File: src/rtl/uart_rx.sv
`default_nettype none
// ============================================================================
// Module   : uart_rx
// Brief    : 8N1 serial receiver with oversampled, majority-voted mid-bit
//            sampling, one-cycle data/framing-error strobes.
// Revision : 1.0 - initial release
// ============================================================================
module uart_rx #(
    parameter int DATA_WIDTH   = 8,
    parameter int BAUDRATE     = 9600,
    parameter int CLK_FREQ_MHZ = 125,
    parameter int OVERSAMPLE   = 16,
    parameter int TICK_COUNT   = CLK_FREQ_MHZ * 1_000_000 / (BAUDRATE * OVERSAMPLE)
) (
    input  logic                  clk,
    input  logic                  rst,
    input  logic                  rx,
    output logic [DATA_WIDTH-1:0] data_o,
    output logic                  data_valid,
    output logic                  frame_err,
    output logic                  rx_busy
);

    localparam int c_TICK_W = (TICK_COUNT > 1) ? $clog2(TICK_COUNT) : 1;
    localparam int c_SAMP_W = $clog2(OVERSAMPLE);
    localparam int c_BIT_W  = (DATA_WIDTH > 1) ? $clog2(DATA_WIDTH) : 1;

    localparam logic [c_TICK_W-1:0] c_TICK_LAST = c_TICK_W'(TICK_COUNT - 1);
    localparam logic [c_SAMP_W-1:0] c_SAMP_LAST = c_SAMP_W'(OVERSAMPLE - 1);
    localparam logic [c_SAMP_W-1:0] c_MID       = c_SAMP_W'(OVERSAMPLE / 2);
    localparam logic [c_SAMP_W-1:0] c_MID_M1    = c_SAMP_W'(OVERSAMPLE / 2 - 1);
    localparam logic [c_SAMP_W-1:0] c_MID_M2    = c_SAMP_W'(OVERSAMPLE / 2 - 2);
    localparam logic [c_BIT_W-1:0]  c_BIT_LAST  = c_BIT_W'(DATA_WIDTH - 1);

    typedef enum logic [1:0] {
        ST_IDLE  = 2'd0,
        ST_START = 2'd1,
        ST_DATA  = 2'd2,
        ST_STOP  = 2'd3
    } state_t;

    state_t                r_state;
    logic [1:0]            r_sync;
    logic [c_TICK_W-1:0]   r_tick_cnt;
    logic [c_SAMP_W-1:0]   r_samp_cnt;
    logic [c_BIT_W-1:0]    r_bit_cnt;
    logic [2:0]            r_samp;
    logic                  r_decide;
    logic [DATA_WIDTH-1:0] r_shift;

    logic w_rx_s;
    logic w_tick;
    logic w_vote;

    assign w_rx_s  = r_sync[1];
    assign w_tick  = (r_tick_cnt == c_TICK_LAST);
    assign w_vote  = (r_samp[0] & r_samp[1]) | (r_samp[0] & r_samp[2]) | (r_samp[1] & r_samp[2]);
    assign rx_busy = (r_state != ST_IDLE);

    // The three mid-bit samples land in r_samp on the MID tick; the vote is
    // acted on in the following clk (r_decide), when all three are registered.
    always_ff @(posedge clk) begin
        if (rst) begin
            r_state    <= ST_IDLE;
            r_sync     <= 2'b11;
            r_tick_cnt <= '0;
            r_samp_cnt <= '0;
            r_bit_cnt  <= '0;
            r_samp     <= '0;
            r_decide   <= 1'b0;
            r_shift    <= '0;
            data_o     <= '0;
            data_valid <= 1'b0;
            frame_err  <= 1'b0;
        end else begin
            r_sync     <= {r_sync[0], rx};
            r_tick_cnt <= w_tick ? '0 : r_tick_cnt + c_TICK_W'(1);
            data_valid <= 1'b0;
            frame_err  <= 1'b0;
            r_decide   <= 1'b0;

            if (w_tick && r_state != ST_IDLE) begin
                r_samp_cnt <= (r_samp_cnt == c_SAMP_LAST) ? '0 : r_samp_cnt + c_SAMP_W'(1);
                if (r_samp_cnt == c_MID_M2 || r_samp_cnt == c_MID_M1 || r_samp_cnt == c_MID)
                    r_samp <= {r_samp[1:0], w_rx_s};
                if (r_samp_cnt == c_MID)
                    r_decide <= 1'b1;
            end

            case (r_state)
                ST_IDLE: begin
                    if (w_tick && !w_rx_s) begin
                        r_state    <= ST_START;
                        r_samp_cnt <= '0;
                        r_bit_cnt  <= '0;
                    end
                end
                ST_START: begin
                    if (r_decide && w_vote)
                        r_state <= ST_IDLE;
                    else if (w_tick && r_samp_cnt == c_SAMP_LAST)
                        r_state <= ST_DATA;
                end
                ST_DATA: begin
                    if (r_decide)
                        r_shift <= {w_vote, r_shift[DATA_WIDTH-1:1]};
                    if (w_tick && r_samp_cnt == c_SAMP_LAST) begin
                        if (r_bit_cnt == c_BIT_LAST)
                            r_state <= ST_STOP;
                        else
                            r_bit_cnt <= r_bit_cnt + c_BIT_W'(1);
                    end
                end
                ST_STOP: begin
                    // Leave at mid stop bit so a start edge right after it is caught.
                    if (r_decide) begin
                        r_state <= ST_IDLE;
                        if (w_vote) begin
                            data_o     <= r_shift;
                            data_valid <= 1'b1;
                        end else begin
                            frame_err  <= 1'b1;
                        end
                    end
                end
                default: r_state <= ST_IDLE;
            endcase
        end
    end

endmodule
`default_nettype wire

File: config.mk
export PLATFORM = sky130hd
export DESIGN_NAME = uart_rx
export DESIGN_NICKNAME = d
export VERILOG_FILES = /design/src/rtl/uart_rx.sv
export SDC_FILE = /design/constraint.sdc
export NUM_CORES = 1
export LEC_CHECK = 0
export BUFFER_PORTS_ARGS = -buffer_cell sky130_fd_sc_hd__buf_2
export CORE_MARGIN = 1.5
export CORE_UTILIZATION = 53
export CTS_CLUSTER_DIAMETER = 50
export CTS_CLUSTER_SIZE = 14
export DETAILED_ROUTE_END_ITERATION = 8
export PLACE_DENSITY = 0.75
export SYNTH_ARGS = -nofsm -noshare
export SYNTH_HDL_FRONTEND = slang
export SYNTH_SLANG_ARGS = --single-unit
File: constraint.sdc
create_clock -name clk -period 1.81 [get_ports clk]
set_input_delay 0.362 -clock clk [delete_from_list [all_inputs] [get_ports clk]]
set_output_delay 0.362 -clock clk [all_outputs]
set_load 0.02 [all_outputs]
## Word level (Yosys, flattened, before mapping)

Cells that the tools add are included.

- Register bits: 43
- Input bits: 3
- Output and inout bits: 11
- Word-level logic and storage cells: 73

- $add $sub $neg: 3
- Equality and inequality tests: 15
- Muxes and demuxes: 18
- Bitwise operators: 8
- Reductions and logical operators: 18

Operators with widths:

| kind | number |
|---|---|
| two-way mux 4 bit | 4 |
| two-way mux 2 bit | 6 |
| adder 10 x 1 -> 10 bit (second input constant) | 1 |
| == test 10 bit (second input constant) | 1 |
| != test 2 bit (second input constant) | 5 |
| two-way mux 3 bit | 3 |
| == test 4 x 3 -> 1 bit (second input constant) | 2 |
| == test 4 bit (second input constant) | 2 |
| one-hot mux 2 bit (4 select lines) | 1 |
| one-hot mux 3 bit (2 select lines) | 1 |
| AND reduction 5 bit | 1 |
| adder 4 x 1 -> 4 bit (second input constant) | 1 |
| == test 2 bit (second input constant) | 2 |
| logical AND 1 bit | 4 |
| AND reduction 2 bit | 2 |
| AND reduction 4 bit | 1 |
| nonzero test 2 bit | 2 |
| OR reduction 2 bit | 2 |
| adder 3 x 1 -> 3 bit (second input constant) | 1 |
| bitwise AND 1 bit | 3 |
| == test 3 bit (second input constant) | 1 |
| two-way mux 1 bit | 3 |
| != test 3 bit (second input constant) | 1 |
| inverter 1 bit | 3 |
| 7 further kinds | 9 |

## Logic depth before layout (Yosys ltp)

- Depth after elaboration: 6
- Mapped depth: 7
- Mapped depth without buffers: 6

## Least setup slack after synthesis

Ideal clock, no wire load.

- Path kind: reg-to-reg
- From: reg r_bit_cnt[0]
- To: reg r_bit_cnt[0]
- Library setup time: 0.074 ns
- Arrival: 1.692 ns
- Slack: 0.044 ns
- Cell stages (with the launch flop): 6
- Clock period less this slack: 1.766 ns
- Cell sequence: dfxtp_1 -> ha_1 -> ha_1 -> or3b_2 -> or4_1 -> a31oi_1

- Longest elaborated chain between the ends: 4

Ends and longest elaborated chain:

| item | line | text |
|---|---|---|
| start: declaration | 46 | `logic [c_BIT_W-1:0] r_bit_cnt;` |
| start signal: assignment | 111 | `r_bit_cnt <= r_bit_cnt + c_BIT_W'(1);` |
| adder 3 x 1 -> 3 bit | 111 |  |
| two-way mux 3 bit | 108 | `if (r_bit_cnt == c_BIT_LAST)` |
| two-way mux 3 bit | 107 | `if (w_tick && r_samp_cnt == c_SAMP_LAST) begin` |
| one-hot mux 3 bit (2 select lines) | 90 | `case (r_state)` |

Parallel ways exist; a longest one is shown, timed or not. The select of a mux whose other input is x is not followed.
A chain may end at the register's enable or synchronous reset.

## Worst setup path after layout

Same ends and word-level chain as after synthesis.

==> summary.md <==
| Metric | Value |
|---|---|
| Final Slew Violations | `0` |
| DR pass1 iterations | `4` |
| Cell leakage power | `0.000854 µW` |
| Post-Layout Cell Count | `282` |
| Met2 Use GR | `0.294` |
| M1 GR Usage | `0.225` |
| Clk sinks | `43` |
| Die area | `3920 µm²` |
| CTS Buf Count | `5` |
| Routed length per instance | `11.5 µm` |
| Crit path time final | `1.77 ns` |
| Initial antenna violation count | `0` |
| Power Internal | `1130 µW` |
| Post-DP HPWL | `2300 µm` |
| Multi-input combinational cell area | `961 µm²` |
| Clock transition at path regs | `0.13 ns` |
| WS Path Type | `flop to flop` |
| Crit share post-route | `0.979` |
| Synth area leader | `dfxtp_1` |
| CTS root buf | `clkbuf_4` |
| Met3 Use GR | `0.0378` |
| P per Cell Area | `697 nW/µm²` |
| Crit-path max cell delay | `0.51 ns` |
| Yosys top cell area share | `0.457` |
| Core box area | `3360 µm²` |
| Worst-Margin Slew | `0.522 ns` |
| FF+latch count, synth | `43` |
| Sequential fraction of the synthesis area | `0.457` |
| Cell count after synthesis | `210` |
| Layout Nets | `245` |
| Startpoint types | `flop` |
| Worst-path fanout max | `2` |
| Maximum vdd drop | `0.583 mV` |
| Quantity of I/O buffers inserted on ports | `13` |
| Worst Path Required | `2.09 ns` |
| Row count | `21` |
| 1st-iter DRT viols | `55` |
| Clk_lat worst skew | `0.35 ns` |
| Final Util | `0.637` |
| Number of distinct library cells after synthesis | `38` |
| Fmax | `565 MHz` |
| Top-count cell post-synth | `dfxtp_1` |
| Vias in the first global route | `1311` |
| Final hold violation count | `0` |
| Routed vias/inst | `5.35` |
| Synth Net Count | `220` |
| Final wirelength | `3240 µm` |
| GPL Wtd Cong | `0.799` |
| CTS tree | `yes` |
| Maximum root-to-sink buffer count | `2` |
| All-Layer GR Usage | `0.177` |
| Switching part of the total power | `0.244` |
| Final Worst Setup Slack | `0.0386 ns` |
| Via Count | `1508` |
| Post-synth EDFFs | `0` |
| First-pass GRT wire length | `5630 µm` |
| Slowest CP cell | `or4_4` |
| Async SR Flop Fraction | `0` |
| Post-synth top cells | `dfxtp_1 (43), nand2_1 (27), nor2_1 (24)` |
| Hold Slack | `0.192 ns` |
| Synth top area cells | `dfxtp_1 (46%), mux2i_1 (5.8%), nand2_1 (5.4%)` |
| Comb power frac | `0.032` |
| Seq pwr share | `0.643` |
| Largest net degree at the start of global routing | `24` |
| Bufs and invs on worst path | `0` |
| Critical path arrival | `2.05 ns` |
| Outcome | `complete, no violations` |
| Layout area overhead | `13.6%` |
| Clock power share | `0.325` |
| Nature of the critical path endpoint | `flop` |
| Die width | `62.6 µm` |
| Largest delay share family, worst path | `simple AND/OR/NAND/NOR gates` |
| Starting Density | `0.561` |
| N_diodes | `0` |
| Placed insts | `270` |
| Gr busiest metal | `met2` |
| Post-route DRC | `0` |
| GRT overflow | `0` |
| H-tree level count | `2` |
| Hold_buf cts | `0` |
| Net Sw Power | `364 µW` |
| Post-Syn Area per Cell | `8.98 µm²` |
| Final ANT Viol Nets | `0` |
| Register area | `866 µm²` |
| Skew final | `0.0110 ns` |
| Warnings, synthesis | `0` |
| Maxcap violations | `0` |
| Type of the worst min-delay path | `primary input to flop` |
| Die Ht | `62.6 µm` |
| Final setup viols | `0` |
| Crit path cell chain | `ha_1 -> ha_2 -> or3b_4 -> or4_4 -> a31oi_1` |
| Worst slew margin | `0.651` |
| Fillers | `317` |
| Post-placement setup slack | `0.0410 ns` |
| Total power | `1490 µW` |
| I/O Pins | `14` |
| Layout cell share with drive strength beyond 1 | `0.220` |
| Mapped cell area | `1890 µm²` |
| Main synth FF type | `dfxtp_1` |
[per-layer routing]
layer	routed length (µm)	part of all wire	vias to the layer above
met5	0	0	-
met3	129	0.040	4
met4	33	0.010	0
met1	1530	0.47	687
met2	1550	0.48	27
li1	-	-	790
[worst register-to-register path, cell delays in order, from the launching register on]
cell and delay, ns:
dfxtp_2 0.35, ha_1 0.19, ha_2 0.17, or3b_4 0.36, or4_4 0.51, a31oi_1 0.13
[layout by cell type (no fill, tap or decap), types with 2 or more instances in the layout]
cell / netlist / layout
ha_1: 7 / 6
o21ai_0: 5 / 5
nand4_1: 5 / 5
clkbuf_4: 0 / 5
nand3_1: 11 / 11
nor2_1: 24 / 24
or4_1: 3 / 2
or3_1: 2 / 2
xnor2_1: 4 / 4
nor4_1: 2 / 2
inv_1: 6 / 6
buf_4: 0 / 14
mux2i_1: 11 / 11
mux2_2: 2 / 2
or2_2: 2 / 2
and3_1: 3 / 3
nand2_1: 27 / 27
nand3b_1: 2 / 2
o31ai_1: 3 / 3
dfxtp_1: 43 / 39
clkinvlp_4: 0 / 2
xor2_1: 4 / 4
a21oi_1: 13 / 12
dfxtp_2: 0 / 4
and3_2: 2 / 2
nor3_1: 4 / 4
a31oi_1: 5 / 5
buf_2: 1 / 13
[path summary, 6_finish.rpt]
| path | slack (ns) | cells after the start | from | endpoint |
|---|---|---|---|---|
| worst max-delay path | 0.04 | 5 | r_bit_cnt[0] | r_bit_cnt[0] |
| worst min register to register | 0.42 | 1 | r_sync[0] | r_sync[1] |
| worst min-delay path | 0.19 | 2 | rx | r_sync[0] |
| worst max register to register | 0.04 | 5 | r_bit_cnt[0] | r_bit_cnt[0] |
[power by group through the flow]
| stage | Clock (µW) | Sequential, µW | Combinational [µW] |
|---|---|---|---|
| 4_1_cts | 509 | 960 | 47.7 |
| 5_1_grt | 540 | 962 | 54.1 |
| 3_5_place_dp | 0 | 980 | 47.3 |
| 2_1_floorplan | 0 | 982 | 28.7 |
| 3_3_place_gp | 0 | 980 | 46.3 |
| 6_report | 485 | 960 | 47.6 |
[logic make-up (layout without fill, tap and decap cells)]
logic type,count (synthesis),after routing,synth area share
mux,13,13,0.0703
fa+ha+maj,8,8,0.0518
flops,43,43,0.457
buf+inv,16,42,0.0405
xor+xnor,8,8,0.0372
simple gates,92,92,0.250
compound gates,30,30,0.0942
[final cells by class]
type | count | share of cell area
clock buffer | 5 | 0.0175
clock inverter | 3 | 0.0111
inverter | 7 | 0.0123
multi-input combinational | 151 | 0.449
sequential | 43 | 0.404
tap | 46 | 0.0269
timing repair buffer | 27 | 0.0794
[stage by stage]
step,TNS (ns),area [µm²]
final,0,2140
after global placement,0,2030
after CTS,0,2090
after detailed placement,0,2030
after floorplan,0,1890
after global routing,-0.00424,2140
[sequential cells by signal (all words and copies together), names as in the netlist, named ones only]
register and flops:
data_o 8, data_valid 1, frame_err 1, r_bit_cnt 3, r_decide 1, r_samp 3, r_samp_cnt 4, r_shift 8
r_state 1, r_sync 2, r_tick_cnt 10
[timing repair]
action                                  4_1_cts  5_1_grt
gates resized for setup                       0        8
setup buffers                                 0        4
endpoints found under the setup margin        0        3
Power figures use the tool's default switching activity.
